[src/rtl/ifetch_pkg.sv]
// Shared CPU front-end definitions: FSM state encoding, fault codes,
// bus widths and the fetched-instruction payload type.
// Consumers: ifetch_if, ifetch, ifetch_wdog (and the pc/decode stages).
package ifetch_pkg;

  localparam int unsigned XLEN   = 32;
  localparam int unsigned CNT_W  = 16;
  localparam int unsigned FLT_W  = 2;
  localparam int unsigned WDOG_W = 8;

  typedef enum logic [1:0] {
    ST_IDLE  = 2'd0,
    ST_REQ   = 2'd1,
    ST_HOLD  = 2'd2,
    ST_FAULT = 2'd3
  } state_e;

  typedef logic [FLT_W-1:0] fault_t;

  localparam fault_t FLT_NONE     = 2'b00;
  localparam fault_t FLT_MISALIGN = 2'b01;
  localparam fault_t FLT_TIMEOUT  = 2'b10;

  // Instruction word together with the address it came from
  typedef struct packed {
    logic [XLEN-1:0] instr;
    logic [XLEN-1:0] pc;
  } fetch_pkt_t;

  // Word alignment test on the two address LSBs
  function automatic logic is_aligned(input logic [1:0] addr_lsb);
    return addr_lsb == 2'b00;
  endfunction

endpackage

[src/rtl/ifetch_if.sv]
// Instruction-fetch bus bundle: PC-register inputs, instruction memory
// port, decode handshake and status outputs.
// Modports: master = fetch stage view (drives o_*), slave = environment view.
interface ifetch_if;
  import ifetch_pkg::*;

  logic [XLEN-1:0]  i_pc;
  logic             i_run;
  logic [XLEN-1:0]  i_mem_rdata;
  logic             i_mem_ack;
  logic             i_consume;

  logic [XLEN-1:0]  o_mem_addr;
  logic             o_mem_req;
  logic [XLEN-1:0]  o_instr;
  logic [XLEN-1:0]  o_instr_pc;
  logic             o_valid;
  logic             o_stall;
  fault_t           o_fault;
  logic [CNT_W-1:0] o_fetch_cnt;

  modport master (
    input  i_pc, i_run, i_mem_rdata, i_mem_ack, i_consume,
    output o_mem_addr, o_mem_req, o_instr, o_instr_pc, o_valid,
    output o_stall, o_fault, o_fetch_cnt
  );

  modport slave (
    output i_pc, i_run, i_mem_rdata, i_mem_ack, i_consume,
    input  o_mem_addr, o_mem_req, o_instr, o_instr_pc, o_valid,
    input  o_stall, o_fault, o_fetch_cnt
  );
endinterface

[src/rtl/ifetch_wdog.sv]
// Memory-request watchdog: counts cycles while enabled and flags expiry
// during the TIMEOUT_CYCLES-th enabled cycle after a clear.
// Ports: clk, i_rst (async, active-high), i_clear, i_enable, o_expired.
module ifetch_wdog
  import ifetch_pkg::*;
#(
  parameter int unsigned TIMEOUT_CYCLES = 16
) (
  input  logic clk,
  input  logic i_rst,
  input  logic i_clear,
  input  logic i_enable,
  output logic o_expired
);

  logic [WDOG_W-1:0] r_cnt;
  logic              r_expired;
  logic [WDOG_W-1:0] w_cnt_inc;

  assign w_cnt_inc = r_cnt + WDOG_W'(1);
  assign o_expired = r_expired;

  // r_cnt holds (enabled cycles - 1); the flag is precomputed one cycle early
  always_ff @(posedge clk or posedge i_rst) begin
    if (i_rst) begin
      r_cnt     <= '0;
      r_expired <= 1'b0;
    end else if (i_clear) begin
      r_cnt     <= '0;
      r_expired <= 1'b0;
    end else if (i_enable) begin
      r_cnt     <= w_cnt_inc;
      r_expired <= (w_cnt_inc == WDOG_W'(TIMEOUT_CYCLES - 1));
    end
  end

endmodule

[src/rtl/ifetch.sv]
// Instruction fetch stage: issues one memory read per PC, holds the word
// until decode consumes it, then optionally fetches back-to-back.
// Ports: clk, i_rst (async, active-high), bus (ifetch_if.master).
// Build option: define IFETCH_TIMEOUT_EN to enable the request watchdog
// (ifetch_wdog, limit TIMEOUT_CYCLES); otherwise requests wait forever.
module ifetch
  import ifetch_pkg::*;
#(
  parameter int unsigned TIMEOUT_CYCLES = 16
) (
  input  logic     clk,
  input  logic     i_rst,
  ifetch_if.master bus
);

  if ((TIMEOUT_CYCLES < 2) || (TIMEOUT_CYCLES > 255)) begin : g_bad_timeout
    $error("ifetch: TIMEOUT_CYCLES must be within 2..255");
  end

  state_e           r_state;
  state_e           w_state_nxt;

  logic [XLEN-1:0]  r_mem_addr,  w_mem_addr_nxt;
  logic             r_mem_req,   w_mem_req_nxt;
  fetch_pkt_t       r_pkt,       w_pkt_nxt;
  logic             r_valid,     w_valid_nxt;
  fault_t           r_fault,     w_fault_nxt;
  logic [CNT_W-1:0] r_fetch_cnt, w_fetch_cnt_nxt;

  logic w_pc_ok;
  logic w_consume;
  logic w_in_req;
  logic w_expired;

  assign w_pc_ok   = is_aligned(bus.i_pc[1:0]);
  assign w_consume = (r_state == ST_HOLD) && bus.i_consume;
  assign w_in_req  = (r_state == ST_REQ);

`ifdef IFETCH_TIMEOUT_EN
  ifetch_wdog #(.TIMEOUT_CYCLES(TIMEOUT_CYCLES)) u_wdog (
    .clk       (clk),
    .i_rst     (i_rst),
    .i_clear   (!w_in_req),
    .i_enable  (w_in_req),
    .o_expired (w_expired)
  );
`else
  assign w_expired = 1'b0;
`endif

  // State register
  always_ff @(posedge clk or posedge i_rst) begin
    if (i_rst) r_state <= ST_IDLE;
    else       r_state <= w_state_nxt;
  end

  // Next-state logic; an ack wins over a same-cycle watchdog expiry
  always_comb begin
    w_state_nxt = r_state;
    case (r_state)
      ST_IDLE: begin
        if (bus.i_run) w_state_nxt = w_pc_ok ? ST_REQ : ST_FAULT;
      end
      ST_REQ: begin
        if (bus.i_mem_ack)  w_state_nxt = ST_HOLD;
        else if (w_expired) w_state_nxt = ST_FAULT;
      end
      ST_HOLD: begin
        if (bus.i_consume) begin
          if (bus.i_run) w_state_nxt = w_pc_ok ? ST_REQ : ST_FAULT;
          else           w_state_nxt = ST_IDLE;
        end
      end
      ST_FAULT: w_state_nxt = ST_FAULT;
      default:  w_state_nxt = ST_IDLE;
    endcase
  end

  // Next values of the registered outputs, derived from the transition
  always_comb begin
    w_mem_addr_nxt  = r_mem_addr;
    w_pkt_nxt       = r_pkt;
    w_fault_nxt     = r_fault;
    w_fetch_cnt_nxt = r_fetch_cnt;
    w_mem_req_nxt   = (w_state_nxt == ST_REQ);
    w_valid_nxt     = (w_state_nxt == ST_HOLD);

    // Address is latched only on entry, so it is frozen for the whole request
    if ((w_state_nxt == ST_REQ) && (r_state != ST_REQ))
      w_mem_addr_nxt = bus.i_pc;

    if (w_in_req && bus.i_mem_ack) begin
      w_pkt_nxt.instr = bus.i_mem_rdata;
      w_pkt_nxt.pc    = r_mem_addr;
    end

    if (w_consume)
      w_fetch_cnt_nxt = r_fetch_cnt + CNT_W'(1);

    // FAULT entered from REQ can only be a timeout; otherwise a bad PC
    if ((w_state_nxt == ST_FAULT) && (r_state != ST_FAULT))
      w_fault_nxt = w_in_req ? FLT_TIMEOUT : FLT_MISALIGN;
  end

  // Output registers
  always_ff @(posedge clk or posedge i_rst) begin
    if (i_rst) begin
      r_mem_addr  <= '0;
      r_mem_req   <= 1'b0;
      r_pkt       <= '0;
      r_valid     <= 1'b0;
      r_fault     <= FLT_NONE;
      r_fetch_cnt <= '0;
    end else begin
      r_mem_addr  <= w_mem_addr_nxt;
      r_mem_req   <= w_mem_req_nxt;
      r_pkt       <= w_pkt_nxt;
      r_valid     <= w_valid_nxt;
      r_fault     <= w_fault_nxt;
      r_fetch_cnt <= w_fetch_cnt_nxt;
    end
  end

  assign bus.o_mem_addr  = r_mem_addr;
  assign bus.o_mem_req   = r_mem_req;
  assign bus.o_instr     = r_pkt.instr;
  assign bus.o_instr_pc  = r_pkt.pc;
  assign bus.o_valid     = r_valid;
  assign bus.o_fault     = r_fault;
  assign bus.o_fetch_cnt = r_fetch_cnt;

  // Combinational so the PC register advances in the very cycle of consume
  assign bus.o_stall     = !w_consume;

endmodule
[src/flat_wrapper.sv]
// flat-port wrapper written by rule: the top's interface ports become plain ports
module ifetch_flat import ifetch_pkg::*;
#(
  parameter int unsigned TIMEOUT_CYCLES = 16
)
  (clk, i_rst, bus_i_pc, bus_i_run, bus_i_mem_rdata, bus_i_mem_ack, bus_i_consume, bus_o_mem_addr, bus_o_mem_req, bus_o_instr, bus_o_instr_pc, bus_o_valid, bus_o_stall, bus_o_fault, bus_o_fetch_cnt);
  ifetch_if bus_i ();
  input  logic clk;
  input  logic i_rst;
  input wire logic [$bits(bus_i.i_pc)-1:0] bus_i_pc;
  input wire logic [$bits(bus_i.i_run)-1:0] bus_i_run;
  input wire logic [$bits(bus_i.i_mem_rdata)-1:0] bus_i_mem_rdata;
  input wire logic [$bits(bus_i.i_mem_ack)-1:0] bus_i_mem_ack;
  input wire logic [$bits(bus_i.i_consume)-1:0] bus_i_consume;
  output wire logic [$bits(bus_i.o_mem_addr)-1:0] bus_o_mem_addr;
  output wire logic [$bits(bus_i.o_mem_req)-1:0] bus_o_mem_req;
  output wire logic [$bits(bus_i.o_instr)-1:0] bus_o_instr;
  output wire logic [$bits(bus_i.o_instr_pc)-1:0] bus_o_instr_pc;
  output wire logic [$bits(bus_i.o_valid)-1:0] bus_o_valid;
  output wire logic [$bits(bus_i.o_stall)-1:0] bus_o_stall;
  output wire logic [$bits(bus_i.o_fault)-1:0] bus_o_fault;
  output wire logic [$bits(bus_i.o_fetch_cnt)-1:0] bus_o_fetch_cnt;
  assign bus_i.i_pc = bus_i_pc;
  assign bus_i.i_run = bus_i_run;
  assign bus_i.i_mem_rdata = bus_i_mem_rdata;
  assign bus_i.i_mem_ack = bus_i_mem_ack;
  assign bus_i.i_consume = bus_i_consume;
  assign bus_o_mem_addr = bus_i.o_mem_addr;
  assign bus_o_mem_req = bus_i.o_mem_req;
  assign bus_o_instr = bus_i.o_instr;
  assign bus_o_instr_pc = bus_i.o_instr_pc;
  assign bus_o_valid = bus_i.o_valid;
  assign bus_o_stall = bus_i.o_stall;
  assign bus_o_fault = bus_i.o_fault;
  assign bus_o_fetch_cnt = bus_i.o_fetch_cnt;
  ifetch #(.TIMEOUT_CYCLES(TIMEOUT_CYCLES)) u_core (.clk(clk), .i_rst(i_rst), .bus(bus_i));
endmodule
[config.mk]
export PLATFORM = sky130hd
export DESIGN_NAME = ifetch_flat
export DESIGN_NICKNAME = d
export VERILOG_FILES = /design/src/rtl/ifetch_pkg.sv /design/src/rtl/ifetch_if.sv /design/src/rtl/ifetch_wdog.sv /design/src/rtl/ifetch.sv /design/src/flat_wrapper.sv
export SDC_FILE = /design/constraint.sdc
export NUM_CORES = 1
export LEC_CHECK = 0
export BUFFER_PORTS_ARGS = -buffer_cell sky130_fd_sc_hd__buf_2
export CAP_MARGIN = 0
export CORE_ASPECT_RATIO = 0.5
export CORE_MARGIN = 4
export CORE_UTILIZATION = 44
export CTS_CLUSTER_SIZE = 8
export DETAILED_ROUTE_END_ITERATION = 10
export PLACE_DENSITY = 0.75
export SYNTH_ARGS = -nofsm -noshare
export SYNTH_HDL_FRONTEND = slang
export SYNTH_SLANG_ARGS = --single-unit
export TNS_END_PERCENT = 1
[constraint.sdc]
create_clock -name clk -period 8 [get_ports clk]
set_input_delay 1.6 -clock clk [delete_from_list [all_inputs] [get_ports clk]]
set_output_delay 1.6 -clock clk [all_outputs]
set_load 0.02 [all_outputs]
; ---- Word-level counts from Yosys, hierarchy flattened
; Cells that the tools add are included.
[totals]
regBits = 118
in_bits = 69
out_inout_bits = 117
word_cells = 31
[classes]
add_sub_neg = 1
n_eq_ne = 8
n_mux = 7
reduce_logical = 7
[op_table]
columns = op, count
row1 = $add 16x1->16 const B, 1
row2 = $mux 2, 6
row3 = $eq 2x2->1 const B, 4
row4 = $pmux 2 s4, 1
row5 = $eq 2x1->1 const B, 2
row6 = $logic_and 1x1->1, 4
row7 = $logic_not 2->1, 2
row8 = $ne 2x1->1 const B, 1
row9 = $ne 2x2->1 const B, 1
row10 = $logic_not 1->1, 1

; ---- Longest topological paths before layout
[logic_depth]
word_depth = 7
mapped_depth = 6
ltp_nobuf = 4

; ---- Worst setup path before layout
; No wires, ideal clock.
[synth_path]
kind = input-to-output
start = in bus_i_consume
end = out bus_o_stall
arrival_ns = 2.046
t_required_ns = 6.400
slack_ns = 4.354
path_stages = 3
path_buffers = 1
cell_sequence = and3b_1 -> buf_2 -> inv_1
[synth_via]
elab_chain_cells = 2
[synth_lines]
columns = item, line
row1 = "start, declared", flat_wrapper.sv:14  ; input wire logic [$bits(bus_i.i_consume)-1:0] bus_i_consume;
row2 = $logic_and 1x1->1, ifetch.sv:36  ; assign w_consume = (r_state == ST_HOLD) && bus.i_consume;
row3 = $logic_not 1->1, ifetch.sv:133  ; assign bus.o_stall = !w_consume;
row4 = "end, declared", flat_wrapper.sv:20  ; output wire logic [$bits(bus_i.o_stall)-1:0] bus_o_stall;
; No other way between the ends.

; ---- Final worst setup path
; Ends and elaborated chain as after synthesis.

==> results.tsv <==
metric	value	unit
hold wc startpoint	u_core.bus.o_fetch_cnt[15]	
cell taking the most area after synthesis	dfrtp_1	
Routability Congestion	0.735	
Remaining Overflow, GRT	0	
# H-tree levels	4	
Reg clk slew, reported paths	0.05	ns
Reg2Reg Setup Slack	5.89	ns
dpl ws	4.16	ns
Die ar.	0.0123	mm^2
Worst Path Arrival	2.24	ns
critical path endpoint category	output pin	
sequential-to-total area share from yosys stat	63.7	%
WHS Endpoint	u_core.bus.o_fetch_cnt[15]	
setup TNS	0	ns
status	finished clean	
crit-path leading delay family	simple AND/OR/NAND/NOR gates	
CTS tree	done	
async set-reset flop share out of synthesis	100	%
Pre-antenna DRT Iters	4	
top-count cell post-synth	dfrtp_1	
nets	551	
maximum clock path buffer count	2	
# resized after CTS	0	
per-cell routed wire length	16.1	um
Max VDD drop	0.000202	V
Mean Syn Cell Area	16.1	um^2
Post-route DRC	0	
CTS buffer count	17	
Hold Path Class	reg2reg	
port bufs	185	
first-pass GRT wire length	16200	um
EDFF count, synth	0	
CP max-delay cell	and3b_1	
clk_lat worst skew	0.40	ns
WP buf/inv	3	
worst setup margin	4.16	ns
Min-Delay Path Depth	1	
Initial Utilization	45.2	%
Area Growth Syn to Fin	35.0	%
Total Wirelength	10200	um
unrepaired setup endpoints after global routing	no	
Cell Area, Synth	0.00463	mm^2
Worst Reg-to-Reg Cells	4	
Power per Cell Area	441	mW/mm^2
maximum net fanout on the critical path	8	
Hold Vio Cnt, Final	0	
Antenna Nets Post-Route	0	
Worst slew margin	29.0	%
Critical Path Start Type	input port	
leakage power total	3.32	nW
r2r endpoint	u_core.bus.o_mem_addr[12]	
Max Freq	260	MHz
number of I/O pins	186	
fin. max-slew vios	0	
Min Clock Period, post-route	3.84	ns
Final Cycle Share	48.0	%
total chip power	2.76	mW
Yosys Warn Count	0	
worst reg2reg startpoint	u_core.r_state[1]	
top cells by count, synth	118 x dfrtp_1, 68 x mux2_2, 27 x mux2_4	
Synth Flop Type	dfrtp_1	
Max-Cap Viols	0	
Post-Syn Instances	288	
worst-path cell chain	buf_2 -> and3b_1 -> inv_1 -> buf_2	
critical path's largest stage delay	0.33	ns
width of the die	153	um
TritonCTS sink count	118	
largest net degree at the start of global routing	68	
top cells by area, synth	dfrtp_1 64%, mux2_2 17%, mux2_4 8.7%	
Clock Skew	0.00551	ns
die height	80.6	um
initial antenna violation count	0	
final hold slack	0.477	ns
flops & latches, synth	118	
top-area cell type share of the netlist area	63.7	%
DR vias	2945	
fillers	815	
setup repair bufs after CTS	0	
most frequent CP cell	buf_2	
Hold-fix buffers, CTS	0	
DP Wirelength	7160	um
syn nets	358	
final setup fails	0	
# diodes	0	
fraction of layout cells with a size suffix above 1	64.4	%
DR vias/cell	4.65	
vias in the first global route	3084	
Worst Tran Pin Value	1.06	ns
post-synth cell types	28	
1st-iter DRT viols	80	
Total Routing Usage GR	16.9	%
clock root buffer	clkbuf_16	
Rows	26	
Worst EP required	6.40	ns
core area	0.0102	mm^2
CP Class	in2out	
per-stage QoR:
step	cell area (um^2)	utilization (%)	cells
floorplan	4630	-	288
global placement	5650	55.1	602
detailed placement	5650	55.1	602
finish	6260	61.1	634
global route	6260	61.1	634
CTS	6260	61.1	634
where the power goes:
part	leakage, nW	switching [mW]	total [mW]	internal (mW)
combinational	1.54	0.546	0.981	0.435
clock	0.309	0.256	0.775	0.519
sequential	1.46	0.153	1.00	0.848
total	3.32	0.956	2.76	1.80
final cells by class:
cell class | count | area, um^2 | area share, %
clock buffer | 22 | 484 | 7.74
clock inverter | 10 | 125 | 2.00
inverter | 3 | 13.8 | 0.220
multi-input combinational | 154 | 1570 | 25.0
sequential | 118 | 2950 | 47.2
tap | 140 | 175 | 2.80
timing repair buffer | 187 | 941 | 15.0
cells in the final DEF (no fill, tap or decap), drive strengths merged:
master	Yosys	routed
o21ai	3	3
nor2	5	5
o21a	1	1
xor2	4	4
dfrtp	118	118
nor2b	1	1
clkbuf	1	22
clkinv	0	7
ha	1	1
inv	3	3
nand2b	1	1
and3b	1	1
nor3	2	2
and4	2	2
nand3b	2	2
or3	1	1
and3	3	3
and2	2	2
buf	12	187
mux2	95	95
bufinv	0	3
nand3	4	4
nand4	5	5
nand2	9	9
or2	1	1
xnor2	11	11
state kept, by name, summed over array words and instances (netlist names):
name	count
u_core.bus.o_fault	2
u_core.bus.o_fetch_cnt	16
u_core.bus.o_instr	32
u_core.bus.o_instr_pc	32
u_core.bus.o_mem_addr	32
u_core.bus.o_mem_req	1
u_core.bus.o_valid	1
u_core.r_state	2
worst register-to-register path, stage by stage (launching register included):
cell,delay [ns]
dfrtp_1,0.42
nand2b_2,0.13
nand3b_4,0.08
or3_2,0.87
mux2_4,0.48
routing by layer:
layer / GRT usage (%) / vias up / routed length, um
met5: 0 / - / 0
met1: 19.5 / 1473 / 4140
li1: - / 1394 / -
met4: 7.82 / 0 / 144
met2: 30.0 / 67 / 5470
met3: 4.20 / 11 / 455
kinds of logic (layout without fill, tap and decap cells):
family / Yosys count / count (layout) / synth area share, %
DFF: 118 / 118 / 63.7
muxes: 95 / 95 / 25.3
and+or+nand+nor: 39 / 39 / 4.89
buffers and inverters: 16 / 222 / 2.54
xor gates and xnor gates: 15 / 15 / 2.83
AOI/OAI and AO/OA: 4 / 4 / 0.486
adders and majority gates: 1 / 1 / 0.270
worst max-delay path by stage:
stage / depth (start not counted) / startpoint / endpoint / slack [ns]
after floorplan: 1 / i_rst / u_core.bus.o_fault[0] / 3.27
after global placement: 4 / bus_i_consume / bus_o_stall / 4.18
after detailed placement: 4 / bus_i_consume / bus_o_stall / 4.16
after CTS: 4 / bus_i_consume / bus_o_stall / 4.16
after global routing: 4 / bus_i_consume / bus_o_stall / 4.11
final: 4 / bus_i_consume / bus_o_stall / 4.16
Note: power is estimated with default switching activity, not from simulation.
